`config.mk`:
```
export PLATFORM = sky130hd
export DESIGN_NAME = neo_pattern_sequencer_flat
export DESIGN_NICKNAME = d
export VERILOG_FILES = /design/src/rtl/neo_pkg.sv /design/src/rtl/neo_pattern_sequencer_if.sv /design/src/rtl/neo_counter.sv /design/src/rtl/neo_frame_timer.sv /design/src/rtl/neo_pattern_sequencer.sv /design/src/flat_wrapper.sv
export SDC_FILE = /design/constraint.sdc
export NUM_CORES = 1
export LEC_CHECK = 0
export ABC_CLOCK_PERIOD_IN_PS = 3650
export BUFFER_PORTS_ARGS = -buffer_cell sky130_fd_sc_hd__buf_2
export CAP_MARGIN = 20
export CORE_ASPECT_RATIO = 0.8
export CORE_MARGIN = 5
export CORE_UTILIZATION = 45
export CTS_BUF_LIST = sky130_fd_sc_hd__clkbuf_8
export DETAILED_ROUTE_END_ITERATION = 16
export MAX_ROUTING_LAYER = met4
export PLACE_DENSITY = 0.76
export SETUP_SLACK_MARGIN = 0.4
export SLEW_MARGIN = 20
export SYNTH_ARGS = -nofsm -noshare
export SYNTH_HDL_FRONTEND = slang
export SYNTH_HIERARCHICAL = 1
export SYNTH_SLANG_ARGS = --single-unit
export TNS_END_PERCENT = 10
```
`constraint.sdc`:
```
create_clock -name clock -period 3.65 [get_ports clock]
set_input_delay 1.095 -clock clock [delete_from_list [all_inputs] [get_ports clock]]
set_output_delay 1.095 -clock clock [all_outputs]
set_load 0.01 [all_outputs]
```
`src/rtl/neo_pkg.sv`:
```
// Types and constants shared by the NeoPixel pattern sequencer and the strand controller.
package neo_pkg;

  localparam int CLOCK_HZ = 50_000_000;

  typedef enum logic [1:0] {
    COLOR_RED   = 2'b00,
    COLOR_BLUE  = 2'b01,
    COLOR_GREEN = 2'b10
  } color_index_t;

  typedef enum logic [1:0] {
    SOLID = 2'b00,
    CHASE = 2'b01,
    BLINK = 2'b10,
    OFF   = 2'b11
  } pattern_mode_t;

  typedef enum logic [2:0] {
    S_IDLE,
    S_LATCH,
    S_LOAD,
    S_SEND,
    S_HOLD
  } seq_state_t;

  function automatic logic [7:0] channel_of(color_index_t ch, logic [7:0] r, logic [7:0] g,
                                            logic [7:0] b);
    case (ch)
      COLOR_RED:  channel_of = r;
      COLOR_BLUE: channel_of = b;
      default:    channel_of = g;
    endcase
  endfunction

endpackage

```
`src/rtl/neo_pattern_sequencer_if.sv`:
```
// Load/send bus between the pattern sequencer (master) and the strand controller (slave).
interface neo_pattern_sequencer_if;
  import neo_pkg::*;

  logic [7:0]   color_level;
  color_index_t color_index;
  logic [2:0]   pixel_index;
  logic         load_color;
  logic         send_it;
  logic         ready_to_load;
  logic         ready_to_send;

  modport master (
    output color_level, color_index, pixel_index, load_color, send_it,
    input  ready_to_load, ready_to_send
  );

  modport slave (
    input  color_level, color_index, pixel_index, load_color, send_it,
    output ready_to_load, ready_to_send
  );

endinterface

```
`src/rtl/neo_counter.sv`:
```
// Generic up-counter with synchronous clear that saturates at LIMIT.
module neo_counter #(
  parameter int               WIDTH = 8,
  parameter logic [WIDTH-1:0] LIMIT = '1
) (
  input  logic             clock,
  input  logic             reset,
  input  logic             clear,
  input  logic             step,
  output logic [WIDTH-1:0] count
);

  always_ff @(posedge clock) begin
    if (reset || clear) begin
      count <= '0;
    end else if (step && (count != LIMIT)) begin
      count <= count + WIDTH'(1);
    end
  end

endmodule

```
`src/rtl/neo_frame_timer.sv`:
```
// Frame-period timer: counts cycles since the frame start and flags the final cycle.
module neo_frame_timer #(
  parameter int FRAME_CYCLES = 2500000
) (
  input  logic clock,
  input  logic reset,
  input  logic clear,
  input  logic run,
  output logic expired
);

  localparam int               WIDTH = $clog2(FRAME_CYCLES);
  localparam logic [WIDTH-1:0] LAST  = WIDTH'(FRAME_CYCLES - 1);

  logic [WIDTH-1:0] count;

  neo_counter #(
    .WIDTH (WIDTH),
    .LIMIT (LAST)
  ) u_counter (
    .clock (clock),
    .reset (reset),
    .clear (clear),
    .step  (run),
    .count (count)
  );

  assign expired = (count == LAST);

endmodule

```
`src/rtl/neo_pattern_sequencer.sv`:
```
// Generates animation frames: latches mode/colour, writes every colour register, fires send_it,
// then waits out the frame period.
module neo_pattern_sequencer
  import neo_pkg::*;
#(
  parameter int NUM_PIXELS   = 5,
  parameter int FRAME_CYCLES = 2500000
) (
  input  logic                    clock,
  input  logic                    reset,
  input  logic                    enable,
  input  logic [1:0]              mode,
  input  logic [7:0]              base_r,
  input  logic [7:0]              base_g,
  input  logic [7:0]              base_b,
  neo_pattern_sequencer_if.master bus,
  output logic                    busy,
  output logic                    frame_done,
  output logic                    frame_overrun
);

  seq_state_t    state, next_state;
  pattern_mode_t frame_mode, src_mode;
  logic [7:0]    frame_r, frame_g, frame_b, src_r, src_g, src_b;
  logic [2:0]    pixel, next_pixel, pos;
  color_index_t  channel, next_channel;
  logic [7:0]    level, next_level;
  logic          phase, overrun;
  logic          load_color, send_it, last_item, item_update;
  logic          timer_clear, timer_run, timer_expired;

  function automatic logic pixel_lit(pattern_mode_t m, logic [2:0] p, logic [2:0] cur_pos,
                                     logic ph);
    case (m)
      SOLID:   pixel_lit = 1'b1;
      CHASE:   pixel_lit = (p == cur_pos);
      BLINK:   pixel_lit = ~ph;
      default: pixel_lit = 1'b0;
    endcase
  endfunction

  assign last_item = (pixel == 3'(NUM_PIXELS - 1)) && (channel == COLOR_GREEN);

  always_ff @(posedge clock) begin
    if (reset) state <= S_IDLE;
    else       state <= next_state;
  end

  always_comb begin
    next_state = state;
    load_color = 1'b0;
    send_it    = 1'b0;
    case (state)
      S_IDLE:  if (enable) next_state = S_LATCH;
      S_LATCH: next_state = S_LOAD;
      S_LOAD: begin
        load_color = bus.ready_to_load;
        if (load_color && last_item) next_state = S_SEND;
      end
      S_SEND: begin
        send_it = bus.ready_to_send;
        if (send_it) next_state = S_HOLD;
      end
      S_HOLD:  if (timer_expired) next_state = enable ? S_LATCH : S_IDLE;
      default: next_state = S_IDLE;
    endcase
    // Clearing on entry to LATCH makes LATCH count 0, so LATCH-to-LATCH is exactly FRAME_CYCLES.
    timer_clear = (next_state == S_LATCH);
    timer_run   = (state != S_IDLE);
  end

  // LATCH primes item 0 straight from the live inputs; later items use the latched frame values.
  always_comb begin
    src_mode     = frame_mode;
    src_r        = frame_r;
    src_g        = frame_g;
    src_b        = frame_b;
    next_pixel   = pixel;
    next_channel = channel;
    item_update  = 1'b0;
    if (state == S_LATCH) begin
      src_mode     = pattern_mode_t'(mode);
      src_r        = base_r;
      src_g        = base_g;
      src_b        = base_b;
      next_pixel   = 3'd0;
      next_channel = COLOR_RED;
      item_update  = 1'b1;
    end else if (load_color && !last_item) begin
      item_update = 1'b1;
      case (channel)
        COLOR_RED:  next_channel = COLOR_BLUE;
        COLOR_BLUE: next_channel = COLOR_GREEN;
        default: begin
          next_channel = COLOR_RED;
          next_pixel   = pixel + 3'd1;
        end
      endcase
    end
    next_level = pixel_lit(src_mode, next_pixel, pos, phase)
               ? channel_of(next_channel, src_r, src_g, src_b) : 8'h00;
  end

  always_ff @(posedge clock) begin
    if (reset) begin
      frame_mode <= SOLID;
      frame_r    <= 8'h00;
      frame_g    <= 8'h00;
      frame_b    <= 8'h00;
      pixel      <= 3'd0;
      channel    <= COLOR_RED;
      level      <= 8'h00;
    end else begin
      if (state == S_LATCH) begin
        frame_mode <= pattern_mode_t'(mode);
        frame_r    <= base_r;
        frame_g    <= base_g;
        frame_b    <= base_b;
      end
      if (item_update) begin
        pixel   <= next_pixel;
        channel <= next_channel;
        level   <= next_level;
      end
    end
  end

  always_ff @(posedge clock) begin
    if (reset) begin
      pos   <= 3'd0;
      phase <= 1'b0;
    end else if (send_it) begin
      case (frame_mode)
        CHASE:   pos <= (pos == 3'(NUM_PIXELS - 1)) ? 3'd0 : pos + 3'd1;
        BLINK:   phase <= ~phase;
        default: ;
      endcase
    end
  end

  always_ff @(posedge clock) begin
    if (reset) begin
      overrun <= 1'b0;
    end else if (timer_expired &&
                 ((state == S_LATCH) || (state == S_LOAD) || (state == S_SEND))) begin
      overrun <= 1'b1;
    end
  end

  neo_frame_timer #(
    .FRAME_CYCLES (FRAME_CYCLES)
  ) u_frame_timer (
    .clock   (clock),
    .reset   (reset),
    .clear   (timer_clear),
    .run     (timer_run),
    .expired (timer_expired)
  );

  assign bus.color_level = level;
  assign bus.color_index = channel;
  assign bus.pixel_index = pixel;
  assign bus.load_color  = load_color;
  assign bus.send_it     = send_it;
  assign busy            = (state != S_IDLE);
  assign frame_done      = send_it;
  assign frame_overrun   = overrun;

endmodule

```
`src/flat_wrapper.sv`:
```
// flat-port wrapper written by rule: the top's interface ports become plain ports
module neo_pattern_sequencer_flat import neo_pkg::*;
#(
  parameter int NUM_PIXELS   = 5,
  parameter int FRAME_CYCLES = 2500000
)
  (clock, reset, enable, mode, base_r, base_g, base_b, busy, frame_done, frame_overrun, bus_color_level, bus_color_index, bus_pixel_index, bus_load_color, bus_send_it, bus_ready_to_load, bus_ready_to_send);
  neo_pattern_sequencer_if bus_i ();
  input  logic clock;
  input  logic reset;
  input  logic enable;
  input  logic [1:0] mode;
  input  logic [7:0] base_r;
  input  logic [7:0] base_g;
  input  logic [7:0] base_b;
  output logic busy;
  output logic frame_done;
  output logic frame_overrun;
  output wire logic [$bits(bus_i.color_level)-1:0] bus_color_level;
  output wire logic [$bits(bus_i.color_index)-1:0] bus_color_index;
  output wire logic [$bits(bus_i.pixel_index)-1:0] bus_pixel_index;
  output wire logic [$bits(bus_i.load_color)-1:0] bus_load_color;
  output wire logic [$bits(bus_i.send_it)-1:0] bus_send_it;
  input wire logic [$bits(bus_i.ready_to_load)-1:0] bus_ready_to_load;
  input wire logic [$bits(bus_i.ready_to_send)-1:0] bus_ready_to_send;
  assign bus_color_level = bus_i.color_level;
  assign bus_color_index = bus_i.color_index;
  assign bus_pixel_index = bus_i.pixel_index;
  assign bus_load_color = bus_i.load_color;
  assign bus_send_it = bus_i.send_it;
  assign bus_i.ready_to_load = bus_ready_to_load;
  assign bus_i.ready_to_send = bus_ready_to_send;
  neo_pattern_sequencer #(.NUM_PIXELS(NUM_PIXELS), .FRAME_CYCLES(FRAME_CYCLES)) u_core (.clock(clock), .reset(reset), .enable(enable), .mode(mode), .base_r(base_r), .base_g(base_g), .base_b(base_b), .bus(bus_i), .busy(busy), .frame_done(frame_done), .frame_overrun(frame_overrun));
endmodule
```
==> results.sh, run 1 <==
export IMPL_postSynthCellCount=434
export IMPL_hold_buffers=0
export IMPL_cp_required_ps=2550
export IMPL_root_buffer="clkbuf_8"
export IMPL_cts_inserted_buffers=9
export IMPL_regArea_mm2=0.00138
export IMPL_power_mw=1.60
export IMPL_cpMaxStageDelayCell="dfxtp_1"
export IMPL_ys_flop_type="dfxtp_1"
export IMPL_setup_ws_ps=884
export IMPL_timing_fmax_mhz=362
export IMPL_rows=28
export IMPL_critPathCaptureType="output port"
export IMPL_final_area_mm2=0.00401
export IMPL_relSlewSlack=0.496
export IMPL_ys_async_sr_fraction=0
export IMPL_drt_first_pass_iters=4
export IMPL_drive_above_1_share=0.208
export IMPL_top_level_ports=49
export IMPL_crit_path_cell_trace="nor2b_1 > nand3_1 > inv_1 > buf_2"
export IMPL_place_ws_ps=705
export IMPL_grt_use_total=0.194
export IMPL_cts_tree="done"
export IMPL_htreeDepth=3
export IMPL_critical_path_top_delay_family="flip-flops"
export IMPL_synth_fa_ha_area_frac=0.0177
export IMPL_final_util=0.533
export IMPL_hpwl_mm=6.15
export IMPL_clk_pin_slew_worst_paths_ps=80
export IMPL_path_class="reg2out"
export IMPL_finalMaxSlewViolations=0
export IMPL_viasPerCell=5.57
export IMPL_yosys_mux_area_fraction=0.0113
export IMPL_postRouteWirelength_mm=8.68
export IMPL_grt_start_max_net_pins=33
export IMPL_synth_nets=470
export IMPL_syn_avg_cell_area_um2=8.15
export IMPL_crit_buf_inv=2
export IMPL_ys_ff_latch=69
export IMPL_crit_arrival_ps=1670
export IMPL_hold_class="reg2reg"
export IMPL_finalWeightedCongestion=0.862
export IMPL_clk_latency_ps=350
export IMPL_cts_sinks=69
export IMPL_drcViolationCount=0
export IMPL_die_h_um=89.3
export IMPL_grt_pass1_vias=2986
export IMPL_yosys_area_share_simple=0.295
export IMPL_status="complete, no violations"
export IMPL_fin_setup_tns_ps=0
export IMPL_initial_core_util=0.470
export IMPL_antenna_found_initial=0
export IMPL_slowest_delay_ps=540
export IMPL_drt_antenna_violating_nets=0
export IMPL_syn_area_mm2=0.00354
export IMPL_hold_violations=0
export IMPL_peakVddDrop_uv=227
export IMPL_clockBufferDepth=2
export IMPL_core_area_mm2=0.00753
export IMPL_yosys_warnings=6
export IMPL_post_route_period_util=0.758
export IMPL_multiInputGateArea_mm2=0.00199
export IMPL_synth_xor_area_share=0.0347
export IMPL_post_cts_setup_buffer_count=0
export IMPL_fin_nets=508
export IMPL_start_kind="flip-flop"
export IMPL_cap_violations=0
export IMPL_grt_remaining_overflow=0
export IMPL_p_per_area_mw_per_mm2=398
export IMPL_die_x_um=109
export IMPL_synth_top_family_by_area="simple AND/OR/NAND/NOR gates"
export IMPL_antenna_cells=0
export IMPL_portBuffers=48
export IMPL_fin_crit_ps=2770
export IMPL_synth_seq_area_share=0.391
export IMPL_grt_pass1_wl_mm=14.4
export IMPL_fin_skew_ps=10.1
export IMPL_worst_pin_slew_ps=752
export IMPL_p_leak_nw=1.50
export IMPL_yosysUniqueCellTypes=64
export IMPL_rsz0062_at_grt="no"
export IMPL_cts_resized=0
export IMPL_syn2layout_area_growth_pct=13.4
export IMPL_dpl_instance_area_mm2=0.00381
export IMPL_fill_cells=711
export IMPL_die_area_mm2=0.00974
export IMPL_critPathMaxFanout=9
export IMPL_drt_iter0_drc=235
export IMPL_routedWlPerCell_um=14.9
export IMPL_synth_compound_area_frac=0.202
export IMPL_via_count=3241
export IMPL_finalSetupViolations=0
export IMPL_synth_edf_count=0
==> through the flow <==
| stage | cells | hold WS, ps |
|---|---|---|
| floorplan | 434 | 433 |
| global placement | 566 | 442 |
| detailed placement | 566 | 447 |
| CTS | 582 | 458 |
| global route | 582 | 475 |
| finish | 582 | 458 |
==> final timing paths <==
check / from / endpoint / slack, ps / depth (start not counted)
worst max-delay path: u_core/state[1] / bus_send_it / 880 / 4
worst min-delay path: u_core/frame_g[7] / u_core/frame_g[7] / 460 / 2
worst max register to register: u_core/state[0] / u_core/bus.color_level[3] / 1140 / 6
worst min register to register: u_core/frame_g[7] / u_core/frame_g[7] / 460 / 2
==> cell type report <==
type	count	area share
Inverter	11	0.0106
Sequential cell	69	0.344
Tap cell	105	0.0328
Timing Repair Buffer	52	0.0674
Clock inverter	7	0.0187
Clock buffer	9	0.0309
Multi-Input combinational cell	329	0.495
==> cells by family (layout without fill, tap and decap cells) <==
logic type | Yosys count | after routing
and+or+nand+nor | 197 | 197
AOI/OAI and AO/OA | 109 | 109
DFF | 69 | 69
buffers and inverters | 36 | 79
xor gates and xnor gates | 14 | 14
adders and majority gates | 5 | 5
muxes | 4 | 4
==> registers in the layout, summed over array words and instances, names as in the netlist <==
signal	cells
u_core/u_frame_timer/u_counter/count	22
u_core/bus.color_level	8
u_core/frame_b	8
u_core/frame_g	8
u_core/frame_r	8
u_core/bus.pixel_index	3
u_core/pos	3
u_core/state	3
u_core/bus.color_index	2
u_core/frame_mode	2
u_core/frame_overrun	1
u_core/phase	1
==> cell usage in the layout (no fill, tap or decap), types with 6 or more instances in the layout <==
cell and count:
and3_1 7, nand4_1 8, a21boi_0 6, o21ai_0 15, nor2_1 24, nand3_1 13
nor3_1 10, nand2_1 82, xnor2_1 8, dfxtp_1 69, clkbuf_8 9, buf_2 48
xor2_1 6, a21oi_1 45, inv_1 10, nand3b_1 6
==> synthesized netlist by cell type (3+ instances only) <==
| cell type | instances | area share |
|---|---|---|
| nand2_1 | 82 | 0.087 |
| nand3b_1 | 6 | 0.013 |
| xor2_1 | 6 | 0.015 |
| dfxtp_1 | 69 | 0.39 |
| a31oi_1 | 5 | 0.0088 |
| nor3_1 | 10 | 0.014 |
| nor4b_1 | 3 | 0.0074 |
| a311oi_1 | 5 | 0.012 |
| o211ai_1 | 5 | 0.011 |
| buf_6 | 4 | 0.013 |
| and2_1 | 3 | 0.0053 |
| and3_1 | 7 | 0.012 |
| a21boi_0 | 6 | 0.013 |
| or3_2 | 5 | 0.011 |
| nand3_1 | 13 | 0.018 |
| mux2i_1 | 4 | 0.011 |
| o21ai_0 | 15 | 0.021 |
| a221oi_1 | 3 | 0.0074 |
| clkbuf_1 | 17 | 0.018 |
| a21oi_1 | 45 | 0.064 |
| xnor2_1 | 8 | 0.020 |
| ha_1 | 5 | 0.018 |
| a21o_1 | 4 | 0.0085 |
| inv_1 | 10 | 0.011 |
| nor2b_1 | 5 | 0.0088 |
| o21ai_2 | 5 | 0.012 |
| nand4_1 | 8 | 0.014 |
| or3_1 | 5 | 0.0088 |
| or2_2 | 3 | 0.0053 |
| nor2_1 | 24 | 0.025 |
==> worst register-to-register path: cells and delay by family, from the launching register on <==
kind / cells / cell delay [ps]
and+or+nand+nor: 2 / 1170
AOI/OAI and AO/OA: 3 / 600
DFF: 1 / 490
xor gates and xnor gates: 1 / 150
==> per-layer routing <==
metal	routed length (um)	share of wire	GRT usage
met1	4190	0.48	0.257
met4	114	0.013	0.0745
met2	3920	0.45	0.294
met3	446	0.051	0.0390
met5	0	0	-
==> power breakdown <==
group / internal [mW] / switching [mW] / total [mW]
Clock: 0.319 / 0.307 / 0.626
Sequential: 0.775 / 0.0198 / 0.794
Combinational: 0.0635 / 0.112 / 0.176
Note: power is estimated with default switching activity, not from simulation.
==> inputs of run 2 (changes only) <==
--- a/config.mk
+++ b/config.mk
@@ -5,7 +5,7 @@
 export SDC_FILE = /design/constraint.sdc
 export NUM_CORES = 1
 export LEC_CHECK = 0
-export ABC_CLOCK_PERIOD_IN_PS = 3650
+export ABC_CLOCK_PERIOD_IN_PS = 2260
 export BUFFER_PORTS_ARGS = -buffer_cell sky130_fd_sc_hd__buf_2
 export CAP_MARGIN = 20
 export CORE_ASPECT_RATIO = 0.8
@@ -14,7 +14,7 @@
 export CTS_BUF_LIST = sky130_fd_sc_hd__clkbuf_8
 export DETAILED_ROUTE_END_ITERATION = 16
 export MAX_ROUTING_LAYER = met4
-export PLACE_DENSITY = 0.76
+export PLACE_DENSITY = 0.78
 export SETUP_SLACK_MARGIN = 0.4
 export SLEW_MARGIN = 20
 export SYNTH_ARGS = -nofsm -noshare
==> constraint.sdc (replaced) <==
create_clock -name clock -period 2.26 [get_ports clock]
set_input_delay 0.678 -clock clock [delete_from_list [all_inputs] [get_ports clock]]
set_output_delay 0.678 -clock clock [all_outputs]
set_load 0.01 [all_outputs]
==> results.sh, run 2 (synthesis results as in run 1) <==
export IMPL_root_buffer="clkbuf_8"
export IMPL_routedWlPerCell_um=15.2
export IMPL_critPathMaxFanout=15
export IMPL_fin_crit_ps=2170
export IMPL_netSwitchingPower_mw=0.758
export IMPL_rows=28
export IMPL_antenna_cells=0
export IMPL_htreeDepth=3
export IMPL_critical_path_top_delay_family="simple AND/OR/NAND/NOR gates"
export IMPL_cts_inserted_buffers=9
export IMPL_syn2layout_area_growth_pct=25.7
export IMPL_die_x_um=109
export IMPL_grt_start_max_net_pins=49
export IMPL_cts_sinks=69
export IMPL_grt_use_met1=0.252
export IMPL_drt_first_pass_iters=5
export IMPL_path_class="reg2reg"
export IMPL_p_int_mw=1.81
export IMPL_drt_antenna_violating_nets=0
export IMPL_crit_path_cell_trace="ha_1 > nand4_1 > or3_4 > o21ai_4 > or3_2 > a21oi_1"
export IMPL_top_usage_layer="met2"
export IMPL_relSlewSlack=0.656
export IMPL_post_route_period_util=0.958
export IMPL_fin_skew_ps=11.7
export IMPL_regMostFlops="u_core/u_frame_timer/u_counter/count"
export IMPL_status="complete, no violations"
export IMPL_die_area_mm2=0.00974
export IMPL_timing_fmax_mhz=462
export IMPL_crit_buf_inv=0
export IMPL_via_count=3496
export IMPL_mostFrequentLayoutCells="nand2_1, dfxtp_1, buf_2"
export IMPL_peakVddDrop_uv=392
export IMPL_p_clk_frac=0.367
export IMPL_grt_remaining_overflow=0
export IMPL_rsz0062_at_grt="yes"
export IMPL_netSwitchingFraction=0.295
export IMPL_grt_use_met3=0.0527
export IMPL_fin_setup_tns_ps=0
export IMPL_initial_core_util=0.470
export IMPL_fin_nets=550
export IMPL_viasPerCell=5.60
export IMPL_hold_violations=0
export IMPL_drt_iter0_drc=161
export IMPL_final_common_cell="nand2_1"
export IMPL_final_util=0.590
export IMPL_postRouteWirelength_mm=9.45
export IMPL_comb_power_share=0.137
export IMPL_largest_reg_flops=22
export IMPL_cap_violations=0
export IMPL_cp_required_ps=2500
export IMPL_die_h_um=89.3
export IMPL_cts_tree="done"
export IMPL_cpMaxStageDelayCell="or3_4"
export IMPL_finalMaxSlewViolations=0
export IMPL_grt_met2_usage=0.320
export IMPL_worst_pin_slew_ps=516
export IMPL_top_level_ports=49
export IMPL_grt_use_total=0.201
export IMPL_clk_pin_slew_worst_paths_ps=80
export IMPL_clk_latency_ps=350
export IMPL_hold_ws_ps=455
export IMPL_drcViolationCount=0
export IMPL_grt_pass1_vias=3265
export IMPL_finalSetupViolations=0
export IMPL_portBuffers=48
export IMPL_hold_buffers=0
export IMPL_critPathCaptureType="flip-flop"
export IMPL_p_leak_nw=1.73
export IMPL_hold_class="reg2reg"
export IMPL_finalWeightedCongestion=0.878
export IMPL_drive_above_1_share=0.328
export IMPL_p_seq_frac=0.496
export IMPL_start_kind="flip-flop"
export IMPL_crit_arrival_ps=2400
export IMPL_grt_pass1_wl_mm=15.1
export IMPL_core_area_mm2=0.00753
export IMPL_antenna_found_initial=0
export IMPL_clockBufferDepth=2
export IMPL_p_per_area_mw_per_mm2=578
export IMPL_slowest_delay_ps=490
export IMPL_hpwl_mm=6.73
[run 2: cell types whose count changed in the layout (fill, tap and decap cells not counted), sizes merged]
| cell | previous run | this run |
|---|---|---|
| clkinv | 6 | 2 |
| buf | 52 | 94 |
| clkinvlp | 0 | 3 |
| inv | 11 | 13 |
| bufinv | 1 | 0 |
[run 2: tightest hold or removal path, stage by stage, from the launching register on]
cell	delay [ps]
dfxtp_1	310
nand2_1	50
a21oi_1	50
[run 2: metal layers]
layer	routed length [um]	vias up
met1	4320	1655
met2	4430	120
met5	0	-
li1	-	1705
met3	563	16
met4	145	0
[run 2: worst paths after layout]
| kind | to | slack [ps] | cells after the start | from |
|---|---|---|---|---|
| min reg2reg | u_core/frame_r[7] | 460 | 2 | u_core/frame_r[7] |
| min | u_core/frame_r[7] | 460 | 2 | u_core/frame_r[7] |
| max reg2reg | u_core/u_frame_timer/u_counter/count[18] | 90 | 6 | u_core/u_frame_timer/u_counter/count[0] |
| max | u_core/u_frame_timer/u_counter/count[18] | 90 | 6 | u_core/u_frame_timer/u_counter/count[0] |
[run 2: repair_timing]
action	in CTS	in global routing
setup endpoints to repair	36	37
gates cloned	0	1
gates resized for setup	4	26
buffers inserted	3	7
pin swaps	5	11
[run 2: per-stage QoR]
step                total power [mW]  setup WS, ps  instances  area (um^2)
global route                    2.69         -8.75        624         4450
CTS                             2.56          21.7        616         4290
detailed placement              1.63          -154        597         4080
finish                          2.57          93.9        624         4450
floorplan                       1.52          57.6        434         3590
global placement                1.62         -71.1        597         4080
[run 2: area by class of cell]
type                            instances  area, um^2
Multi-Input combinational cell        329        2100
Sequential cell                        69        1400
Timing Repair Buffer                   94         591
Inverter                               11        46.3
Fill cell                             665        3090
Clock buffer                            9         124
Tap cell                              105         131
Clock inverter                          7        57.6
[run 2: power by group through the flow]
| stage | clock [mW] | sequential, mW | combinational [mW] |
|---|---|---|---|
| after global routing | 1.02 | 1.28 | 0.388 |
| after floorplan | 0 | 1.30 | 0.222 |
| after CTS | 0.958 | 1.27 | 0.331 |
| final | 0.941 | 1.27 | 0.352 |
| after detailed placement | 0 | 1.30 | 0.330 |
| after global placement | 0 | 1.30 | 0.322 |
